--- src/rtl/flash_byte_reader.sv ---
// Streams bytes out of 32-bit flash words one lane at a time, walking forward or backward
// through an inclusive word window and wrapping at either end.
module flash_byte_reader (
  input  logic        i_clk,
  input  logic        i_rst,
  input  logic        i_start,
  input  logic        i_stop,
  input  logic        i_reverse,
  input  logic [22:0] i_start_word,
  input  logic [1:0]  i_start_byte,
  input  logic [22:0] i_lo_word,
  input  logic [22:0] i_hi_word,
  output logic [22:0] o_flash_address,
  output logic        o_flash_read,
  input  logic        i_flash_waitrequest,
  input  logic [31:0] i_flash_readdata,
  input  logic        i_flash_readdatavalid,
  output logic [7:0]  o_out_byte,
  output logic        o_out_valid,
  input  logic        i_out_ready,
  output logic        o_busy
);

  typedef enum logic [1:0] {S_IDLE, S_REQ, S_WAIT, S_HAVE} state_t;

  state_t      r_state;
  state_t      w_state_nxt;
  logic [22:0] r_cur_word;
  logic [22:0] w_cur_word_nxt;
  logic [1:0]  r_cur_byte;
  logic [1:0]  w_cur_byte_nxt;
  logic [31:0] r_word_buf;
  logic [31:0] w_word_buf_nxt;
  logic        r_stop_pend;
  logic        w_stop_pend_nxt;
  logic [22:0] w_adv_word;
  logic [1:0]  w_adv_byte;

  // Window wrap is checked before the +/-1 step so it overrides the modulo-2^23 rollover.
  always_comb begin
    w_adv_word = r_cur_word;
    w_adv_byte = r_cur_byte;
    if (!i_reverse) begin
      w_adv_byte = r_cur_byte + 2'd1;
      if (r_cur_byte == 2'd3)
        w_adv_word = (r_cur_word == i_hi_word) ? i_lo_word : r_cur_word + 23'd1;
    end else begin
      w_adv_byte = r_cur_byte - 2'd1;
      if (r_cur_byte == 2'd0)
        w_adv_word = (r_cur_word == i_lo_word) ? i_hi_word : r_cur_word - 23'd1;
    end
  end

  always_comb begin
    w_state_nxt     = r_state;
    w_cur_word_nxt  = r_cur_word;
    w_cur_byte_nxt  = r_cur_byte;
    w_word_buf_nxt  = r_word_buf;
    w_stop_pend_nxt = r_stop_pend;
    case (r_state)
      S_IDLE: begin
        if (i_start && !i_stop) begin
          w_cur_word_nxt = i_start_word;
          w_cur_byte_nxt = i_start_byte;
          w_state_nxt    = S_REQ;
        end
      end
      S_REQ: begin
        if (i_stop)
          w_stop_pend_nxt = 1'b1;
        if (!i_flash_waitrequest)
          w_state_nxt = S_WAIT;
      end
      S_WAIT: begin
        if (i_stop)
          w_stop_pend_nxt = 1'b1;
        // A stop that lands while the read is in flight lets the word arrive and throws it away.
        if (i_flash_readdatavalid) begin
          if (r_stop_pend || i_stop) begin
            w_stop_pend_nxt = 1'b0;
            w_state_nxt     = S_IDLE;
          end else begin
            w_word_buf_nxt = i_flash_readdata;
            w_state_nxt    = S_HAVE;
          end
        end
      end
      S_HAVE: begin
        if (i_out_ready) begin
          w_cur_word_nxt = w_adv_word;
          w_cur_byte_nxt = w_adv_byte;
          if (i_stop)
            w_state_nxt = S_IDLE;
          else if (w_adv_word != r_cur_word)
            w_state_nxt = S_REQ;
        end else if (i_stop) begin
          w_state_nxt = S_IDLE;
        end
      end
      default: w_state_nxt = S_IDLE;
    endcase
  end

  always_ff @(posedge i_clk or posedge i_rst) begin
    if (i_rst) begin
      r_state     <= S_IDLE;
      r_cur_word  <= '0;
      r_cur_byte  <= '0;
      r_word_buf  <= '0;
      r_stop_pend <= 1'b0;
    end else begin
      r_state     <= w_state_nxt;
      r_cur_word  <= w_cur_word_nxt;
      r_cur_byte  <= w_cur_byte_nxt;
      r_word_buf  <= w_word_buf_nxt;
      r_stop_pend <= w_stop_pend_nxt;
    end
  end

  always_comb begin
    case (r_cur_byte)
      2'd0:    o_out_byte = r_word_buf[7:0];
      2'd1:    o_out_byte = r_word_buf[15:8];
      2'd2:    o_out_byte = r_word_buf[23:16];
      default: o_out_byte = r_word_buf[31:24];
    endcase
  end

  // Outputs decode straight from the state register so reset clears them without a clock.
  assign o_flash_address = r_cur_word;
  assign o_flash_read    = (r_state == S_REQ);
  assign o_out_valid     = (r_state == S_HAVE);
  assign o_busy          = (r_state != S_IDLE);

endmodule

--- config.mk ---
export PLATFORM = sky130hd
export DESIGN_NAME = flash_byte_reader
export DESIGN_NICKNAME = d
export VERILOG_FILES = /design/src/rtl/flash_byte_reader.sv
export SDC_FILE = /design/constraint.sdc
export NUM_CORES = 1
export LEC_CHECK = 0
export CAP_MARGIN = 10
export CORE_AREA = 2 2 124 96
export DETAILED_ROUTE_END_ITERATION = 7
export DIE_AREA = 0 0 126 98
export GPL_ROUTABILITY_DRIVEN = 0
export PLACE_DENSITY = 0.94
export SYNTH_ARGS = -nofsm -noshare
export SYNTH_HDL_FRONTEND = slang
export SYNTH_SLANG_ARGS = --single-unit
--- constraint.sdc ---
create_clock -name i_clk -period 6.8 [get_ports i_clk]
set_input_delay 1.02 -clock i_clk [delete_from_list [all_inputs] [get_ports i_clk]]
set_output_delay 1.02 -clock i_clk [all_outputs]
set_load 0.05 [all_outputs]
**After elaboration in Yosys (flattened, before gate mapping)**

Cells that the tools add are included.

- Add/subtract/negate cells: 4
- Eq/ne operators: 15
- Mux-type cells: 26
- Bitwise logic cells: 1
- Reduce and logical (&&, ||, !) cells: 11

Operators by type and width:

| kind | number |
|---|---|
| 2-to-1 mux 23 bit | 7 |
| equality test 23 bit | 2 |
| one-hot mux 23 bit (2 select lines) | 1 |
| one-hot mux 8 bit (3 select lines) | 1 |
| adder 23 x 1 -> 23 bit, second input constant | 1 |
| != test 23 bit | 1 |
| subtractor 23 x 1 -> 23 bit, second input constant | 1 |
| 2-to-1 mux 2 bit | 11 |
| equality test 2 bit, second input constant | 4 |
| one-hot mux 2 bit (4 select lines) | 1 |
| != test 2 bit, second input constant | 3 |
| != test 3 x 2 -> 1 bit, second input constant | 2 |
| AND reduction 3 bit | 2 |
| nonzero test 2 bit | 3 |
| AND reduction 5 bit | 1 |
| equality test 2 x 1 -> 1 bit, second input constant | 2 |
| logical NOT 2 bit | 2 |
| one-hot mux 2 bit (2 select lines) | 1 |
| 2-to-1 mux 1 bit | 3 |
| adder 2 x 1 -> 2 bit, second input constant | 1 |
| != test 2 x 1 -> 1 bit, second input constant | 1 |
| one-hot mux 1 bit (2 select lines) | 1 |
| subtractor 2 x 1 -> 2 bit, second input constant | 1 |
| logical AND 1 bit | 1 |
| 3 further kinds | 3 |

- Flip-flop bits (word level): 60
- Input port bits: 111
- Output and inout port bits: 34
- Word-level logic and storage cells: 62

**Longest topological paths before layout**

Gate-level depths: netlist of the first run.

- Word-level depth: 9
- Depth in mapped cells: 15
- Depth with buffers taken out: 13

**Worst setup path before layout of the first run**

OpenSTA, ideal clock, no wires.

- Path type: input to register
- From: in i_hi_word[5]
- To: reg r_state[0]
- Setup time: 0.079 ns
- Arrival: 3.462 ns
- Data required time: 6.721 ns
- Path slack: 3.258 ns
- Stages: 11
- Path buffers: 0
- Path through: xnor2_1 nand2_2 nor4_2 nand2_2 mux2i_1 a22oi_1 mux2_2 nor4_2 a31oi_2 o21bai_2 mux2i_1

- Word-level cells in the longest chain between the ends: 7
- Elaborated cells between the ends (all ways): 9
- Those cells by class: 3 x eq/ne; 5 x mux; 1 x reduce/logical

Ends and longest elaborated chain:

| element | line | RTL |
|---|---|---|
| from (decl) | 12 | `input logic [22:0] i_hi_word,` |
| equality test 23 bit | 46 | `w_adv_word = (r_cur_word == i_hi_word) ? i_lo_word : r_cur_word + 23'd1;` |
| 2-to-1 mux 23 bit | 46 |  |
| 2-to-1 mux 23 bit | 45 | `if (r_cur_byte == 2'd3)` |
| 2-to-1 mux 23 bit (*) | 43 | `if (!i_reverse) begin` |
| != test 23 bit (*) | 94 | `else if (w_adv_word != r_cur_word)` |
| != test 3 x 2 -> 1 bit (no line) (*) | - |  |
| AND reduction 5 bit (no line) (*) | - |  |
| to (signal assigned) | 112 | `r_state <= w_state_nxt;` |
| to (decl) | 26 | `state_t r_state;` |

Every way passes the cells marked *; elsewhere a longest branch is shown, timed or not.
A chain may end at the register's enable or synchronous reset.

**Worst setup path after layout of the first run**

- From: in i_lo_word[5]
- To: reg r_state[0]

- Word-level cells in the longest chain between the ends: 7
- Elaborated cells between the ends (all ways): 9
- Those cells by class: 3 x eq/ne; 5 x mux; 1 x reduce/logical

Ends and longest elaborated chain:

| element | line | RTL |
|---|---|---|
| from (decl) | 11 | `input logic [22:0] i_lo_word,` |
| equality test 23 bit | 50 | `w_adv_word = (r_cur_word == i_lo_word) ? i_hi_word : r_cur_word - 23'd1;` |
| 2-to-1 mux 23 bit | 50 |  |
| 2-to-1 mux 23 bit | 49 | `if (r_cur_byte == 2'd0)` |
| 2-to-1 mux 23 bit (*) | 43 |  |
| != test 23 bit (*) | 94 |  |
| != test 3 x 2 -> 1 bit (no line) (*) | - |  |
| AND reduction 5 bit (no line) (*) | - |  |

Marks and branches as above.

==> results of run 1 <==
-- sequential cells by signal (all words and copies together) (netlist names) --
register         flops
o_flash_address     23
r_word_buf          32
r_cur_byte           2
r_stop_pend          1
r_state              2
-- per-stage QoR --
stage                     instances  hold WS (ps)  total power, uW
after floorplan                 712         479.6             2538
after global placement          941         489.7             3082
after detailed placement        941         498.3             3156
after CTS                       957         511.4             3601
after global routing            957         523.8             3844
final                           957         506.2             3671
-- layer usage --
| layer | global-route usage (%) | wire length [um] | vias to the layer above |
|---|---|---|---|
| li1 | - | - | 2810 |
| met1 | 44.79 | 8139 | 2928 |
| met2 | 48.10 | 8521 | 534 |
| met3 | 11.07 | 2935 | 130 |
| met4 | 12.09 | 1001 | 0 |
| met5 | 0 | 0 | - |
-- layout make-up --
type	instances	share of cell area (%)
multi-input cells	553	52.85
well taps	144	2.377
clock buffers	12	3.251
repair buffers	152	19.81
clock inverters	4	0.3301
inverters	32	1.584
flip-flops and latches	60	19.81
-- cell families after synthesis --
| logic type | Yosys count | synth area share [%] |
|---|---|---|
| simple gates | 217 | 20.78 |
| compound gates | 200 | 22.83 |
| buf+inv | 99 | 8.069 |
| xor+xnor | 71 | 11.20 |
| flops | 60 | 25.08 |
| mux | 53 | 9.532 |
| fa+ha+maj | 12 | 2.508 |
-- final timing paths --
check / startpoint / endpoint / slack [ps] / cells past startpoint
max: i_lo_word[5] / r_state[0] / 2130 / 12
min: r_word_buf[1] / r_word_buf[1] / 510 / 1
max reg2reg: o_flash_address[5] / r_state[0] / 2590 / 11
min reg2reg: r_word_buf[1] / r_word_buf[1] / 510 / 1
max in group asynchronous: i_rst / r_word_buf[26] / 5040 / 3
min in group asynchronous: i_rst / r_state[0] / 1240 / 3
-- power by group through the flow --
stage	registers (uW)	logic (uW)	clock network (uW)
after CTS	892	2280	428
after detailed placement	896	2260	0
after floorplan	881	1660	0
after global routing	937	2460	444
after global placement	881	2200	0
final	918	2330	423
-- placed cells by master, fill, tap and decap left out, types with 14 or more instances in the layout --
master / count
a21oi_1: 34
a22oi_1: 14
clkdlybuf4s50_1: 144
dfrtp_1: 60
inv_1: 31
mux2_2: 28
mux2i_1: 24
nand2_1: 66
nand3_1: 29
nand4_1: 16
nor2_1: 32
o21ai_0: 60
o22ai_1: 25
xnor2_1: 54
-- critical path, delay by kind of cell --
kind,cells,cell delay (ps)
mux,1,210
xor+xnor,1,350
simple gates,5,2100
compound gates,4,770
buf+inv,1,460
==> impl_metrics.tcl, run 1 <==
set metrics [dict create \
    status "finished, violations left" \
    violations "design-rule violations" \
    min_path_type "register to register" \
    multi_input_area_sq_um 4006 \
    pwr-share-seq_pct 25.0 \
    syn2layout_area_growth_pct 26.65 \
    critical_path.cell_chain "clkdlybuf4s50_1, xnor2_1, nand4_1, nor4_4, nand2_2, or3_1, a31o_1, a221oi_1, and4_4, a31oi_2, o21bai_2, mux2i_1" \
    pin_count 145 \
    avgSynthCellArea_sq_um 8.407 \
    fin_crit_ps 4669 \
    clock-root-buffer "clkbuf_16" \
    placed_cell_area_sq_um 7310 \
    p_switching_uw 1967 \
    ctsLongestPathBuffers 2 \
    async_reset_ff_share_pct 100.0 \
    worstSetupPathType "primary input to register" \
    wire_per_inst_um 21.52 \
    drv_slew 0 \
    netlist.area_leader.share_pct 25.08 \
    yosys.area.top_type "dfrtp_1" \
    synth_most_common_cell "nand2_1" \
    switching_share_pct 53.57 \
    cts_tree "done" \
    grt_max_degree 61 \
    ys_top_cells_by_area "dfrtp_1 25%, xnor2_1 7.9%, mux2_2 5.3%, o21ai_0 5.0%, nand2_1 4.1%" \
    crit_arrival_ps 4930 \
    synth_area_sq_um 5986 \
    postCtsHoldBufs 0 \
    first_global_vias 5937 \
    slew_headroom_pct 34.95 \
    postCtsSetupRepairBufs 0 \
    setup_ws_ps 2131 \
    antenna_cells 0 \
    seq_area_sq_um 1501 \
    max_freq_mhz 214.2 \
    fin_crit_sh_pct 68.66 \
    p_int_uw 1705 \
    drtPass1Iterations 8 \
    pre_cts_slack_ps 1963 \
    clock_skew_ps 7.147 \
    dpl.hpwl_mm 14.67 \
    rsz0062_at_grt "no" \
    setup_tns_ps 0 \
    start_util_pct 53.30 \
    port_buffers 144 \
    h-tree-depth 3 \
    clkSlewWorstSetupHoldPaths_ps 60 \
    clkPwrFrac_pct 11.5 \
    rows 34 \
    viasPerCell 6.690 \
    cp-end-kind "register" \
    fp.dieH_um 98 \
    cts_buffers 9 \
    cts_sinks 60 \
    route.vias.total 6402 \
    postLayoutCoreUtil_pct 67.50 \
    gr-usage-all-layers_pct 32.72 \
    antenna_left 0 \
    nFillCells 865 \
    routed_wl_mm 20.60 \
    tightest_slew_ps 973.3 \
    synth_nets 835 \
    die_w_um 126 \
    cp.required_ps 7060 \
    ys_seq_elements 60 \
    ys_types 83 \
    drc 9 \
    cpMaxStageDelayCell "or3_1" \
    finalSetupViolCount 0 \
    critPathLaunchType "primary input" \
    yosysWarningCount 0 \
    crit_fanout 39 \
    hold_violations 0 \
    grt_first_pass_wirelength_mm 32.12 \
    clock_latency_ps 330 \
    vdd_drop_max_mv 0.4138 \
    power.density_nw_per_um2 484.3 \
    synth_common_cells "66 x nand2_1, 60 x dfrtp_1, 60 x o21ai_0, 54 x xnor2_1, 37 x clkbuf_1" \
    post_cts_resized 0 \
    grt_overflow 0 \
    power.leakage_uw 0.002890 \
    critPathMaxStageDelay_ps 620 \
    coreArea_sq_um 11230 \
    synth_edf_count 0 \
    synthFlopType "dfrtp_1" \
    fin_area_sq_um 7581 \
    syn_inst 712 \
    finalNetCount 931 \
    antenna_found_initial 0 \
    drive_gt1_share_pct 11.32 \
    maxCapViolCount 0 \
    ys_seq_area_share_pct 25.08 \
    pwr-share-comb_pct 63.5 \
    die_area_sq_um 12350 \
    drt_iter0_markers 1130 \
]
(Power assumes the default switching activity.)
==> run 2, diff against run 1 <==
--- a/config.mk
+++ b/config.mk
@@ -6,11 +6,11 @@
 export NUM_CORES = 1
 export LEC_CHECK = 0
 export CAP_MARGIN = 10
-export CORE_AREA = 2 2 124 96
+export CORE_AREA = 2 2 135 104
 export DETAILED_ROUTE_END_ITERATION = 7
-export DIE_AREA = 0 0 126 98
+export DIE_AREA = 0 0 137 106
 export GPL_ROUTABILITY_DRIVEN = 0
-export PLACE_DENSITY = 0.94
+export PLACE_DENSITY = 0.85
 export SYNTH_ARGS = -nofsm -noshare
 export SYNTH_HDL_FRONTEND = slang
 export SYNTH_SLANG_ARGS = --single-unit
==> constraint.sdc (replaced) <==
create_clock -name i_clk -period 4.1 [get_ports i_clk]
set_input_delay 0.615 -clock i_clk [delete_from_list [all_inputs] [get_ports i_clk]]
set_output_delay 0.615 -clock i_clk [all_outputs]
set_load 0.05 [all_outputs]
==> run 2 against run 1 <==
The run now ends clean. Setup slack got worse by 1800 ps. Power rose by 68%. Via count down 2.0%. Sequential share of layout area is 0.65 points lower. Die area up 18%. Global-route usage fell by 4.0 points. Sequential power is 50% higher. First-iteration DRC count down 20%. Hold slack gained 3.4 ps. Clock skew is 4.7 ps higher. Critical endpoint unchanged.
==> impl_metrics.tcl, run 2 (same netlist as run 1, synthesis figures left out) <==
set metrics [dict create \
    ctsLongestPathBuffers 2 \
    largest_register_ffs 32 \
    grt_first_pass_wirelength_mm 31.84 \
    postLayoutCoreUtil_pct 58.77 \
    min_path_type "register to register" \
    r2r_setup_slack_ps 390 \
    die_w_um 137 \
    first_global_vias 5843 \
    cp.required_ps 4360 \
    fin_area_sq_um 7836 \
    wire_per_inst_um 20.17 \
    port_buffers 144 \
    cp-end-kind "register" \
    dpl.hpwl_mm 15.54 \
    grt_overflow 0 \
    r2r-start "o_flash_address[0]" \
    route.vias.total 6272 \
    slew_headroom_pct 35.56 \
    rsz0062_at_grt "no" \
    start_util_pct 44.89 \
    clock-root-buffer "clkbuf_16" \
    viasPerCell 6.167 \
    drc 0 \
    max_freq_mhz 262.3 \
    syn2layout_area_growth_pct 30.92 \
    postCtsHoldBufs 0 \
    cts_sinks 60 \
    crit_fanout 23 \
    cts_buffers 9 \
    most-common-layout-cells "144 x clkdlybuf4s50_1, 66 x nand2_1, 60 x o21ai_0, 60 x dfrtp_1, 54 x xnor2_1" \
    antenna_found_initial 0 \
    finalSetupViolCount 0 \
    drv_slew 0 \
    finalNetCount 960 \
    hold_path_end "r_word_buf[14]" \
    fin_crit_sh_pct 93.00 \
    drtPass1Iterations 6 \
    grt_max_degree 41 \
    setup_tns_ps 0 \
    drive_gt1_share_pct 14.37 \
    setup_ws_ps 287.0 \
    mostFrequentLayoutCell "clkdlybuf4s50_1" \
    nFillCells 1179 \
    h-tree-depth 3 \
    critPathLaunchType "primary input" \
    rows 37 \
    fin_crit_ps 3813 \
    die_area_sq_um 14520 \
    drt_iter0_markers 908 \
    status "finished clean" \
    maxCapViolCount 0 \
    postCtsSetupRepairBufs 0 \
    post_cts_resized 0 \
    crit_arrival_ps 4080 \
    power.density_nw_per_um2 785.8 \
    pin_count 145 \
    r2r_end "r_state[0]" \
    tightest_slew_ps 964.2 \
    power.leakage_uw 0.003029 \
    hold_violations 0 \
    routed_wl_mm 20.52 \
    antenna_cells 0 \
    coreArea_sq_um 13330 \
    antenna_left 0 \
    fp.dieH_um 106 \
    gr-usage-all-layers_pct 28.68 \
    vdd_drop_max_mv 0.5701 \
    placed_cell_area_sq_um 7566 \
    cts_tree "done" \
    pre_cts_slack_ps 157.6 \
    min_path_cells 1 \
    min-delay-start "r_word_buf[14]" \
    top_register "r_word_buf" \
    worstSetupPathType "primary input to register" \
    clock_latency_ps 340 \
    clock_skew_ps 11.87 \
    clkSlewWorstSetupHoldPaths_ps 60 \
    r2r_cells 13 \
]
run 2: changes by cell type in the layout (fill, tap and decap cells not counted):
| cell | delta |
|---|---|
| buf_4 | +29 |
| clkinv_2 | -1 |
| clkinv_4 | +1 |
| clkbuf_8 | -1 |
| inv_6 | +1 |
run 2: how the worst max path moves through the flow:
stage / endpoint / from
6_report: r_state[0] / i_lo_word[14]
5_1_grt: r_state[0] / i_lo_word[14]
4_1_cts: r_state[0] / i_lo_word[14]
3_5_place_dp: r_state[0] / i_lo_word[14]
3_3_place_gp: r_state[0] / i_hi_word[18]
2_1_floorplan: r_state[0] / o_flash_address[0]
run 2: report_power, final:
part / leakage [uW] / internal [uW] / switching, uW
Combinational: 0.00219 / 1610 / 2460
Clock: 0.000126 / 411 / 293
Sequential: 0.000712 / 886 / 498
Total: 0.00303 / 2910 / 3250
run 2: final cells by class:
class                           instances  area, sq um  area share (%)
Clock buffer                           11        232.7           2.970
Clock inverter                          5        37.54          0.4790
Inverter                               32        120.1           1.533
Multi-Input combinational cell        553         4006           51.13
Sequential cell                        60         1501           19.16
Tap cell                              175        219.0           2.794
Timing Repair Buffer                  181         1719           21.94
run 2: routing by layer:
metal	vias to the layer above	global-route usage (%)	wire, um
li1	2859	-	-
met1	2910	42.15	8717
met2	443	40.33	8358
met3	60	6.915	2752
met4	0	10.60	688
met5	-	0	0
run 2: stage by stage:
step | total power [uW] | std cells | hold slack [ps]
final | 6157 | 1017 | 509.6
after detailed placement | 5358 | 1001 | 496.9
after global placement | 5271 | 1001 | 488.7
after global routing | 6506 | 1017 | 527.4
after CTS | 6094 | 1017 | 509.0
after floorplan | 4209 | 712 | 479.6
run 2: worst max-delay path, stage by stage:
cell	delay (ps)
clkdlybuf4s50_1	510
xnor2_2	310
nand4_1	190
nor4_4	340
nand2_2	270
buf_4	310
nor3_1	220
o32a_1	180
nand4_1	250
nor4_2	350
a31oi_2	150
o21bai_2	170
mux2i_1	200
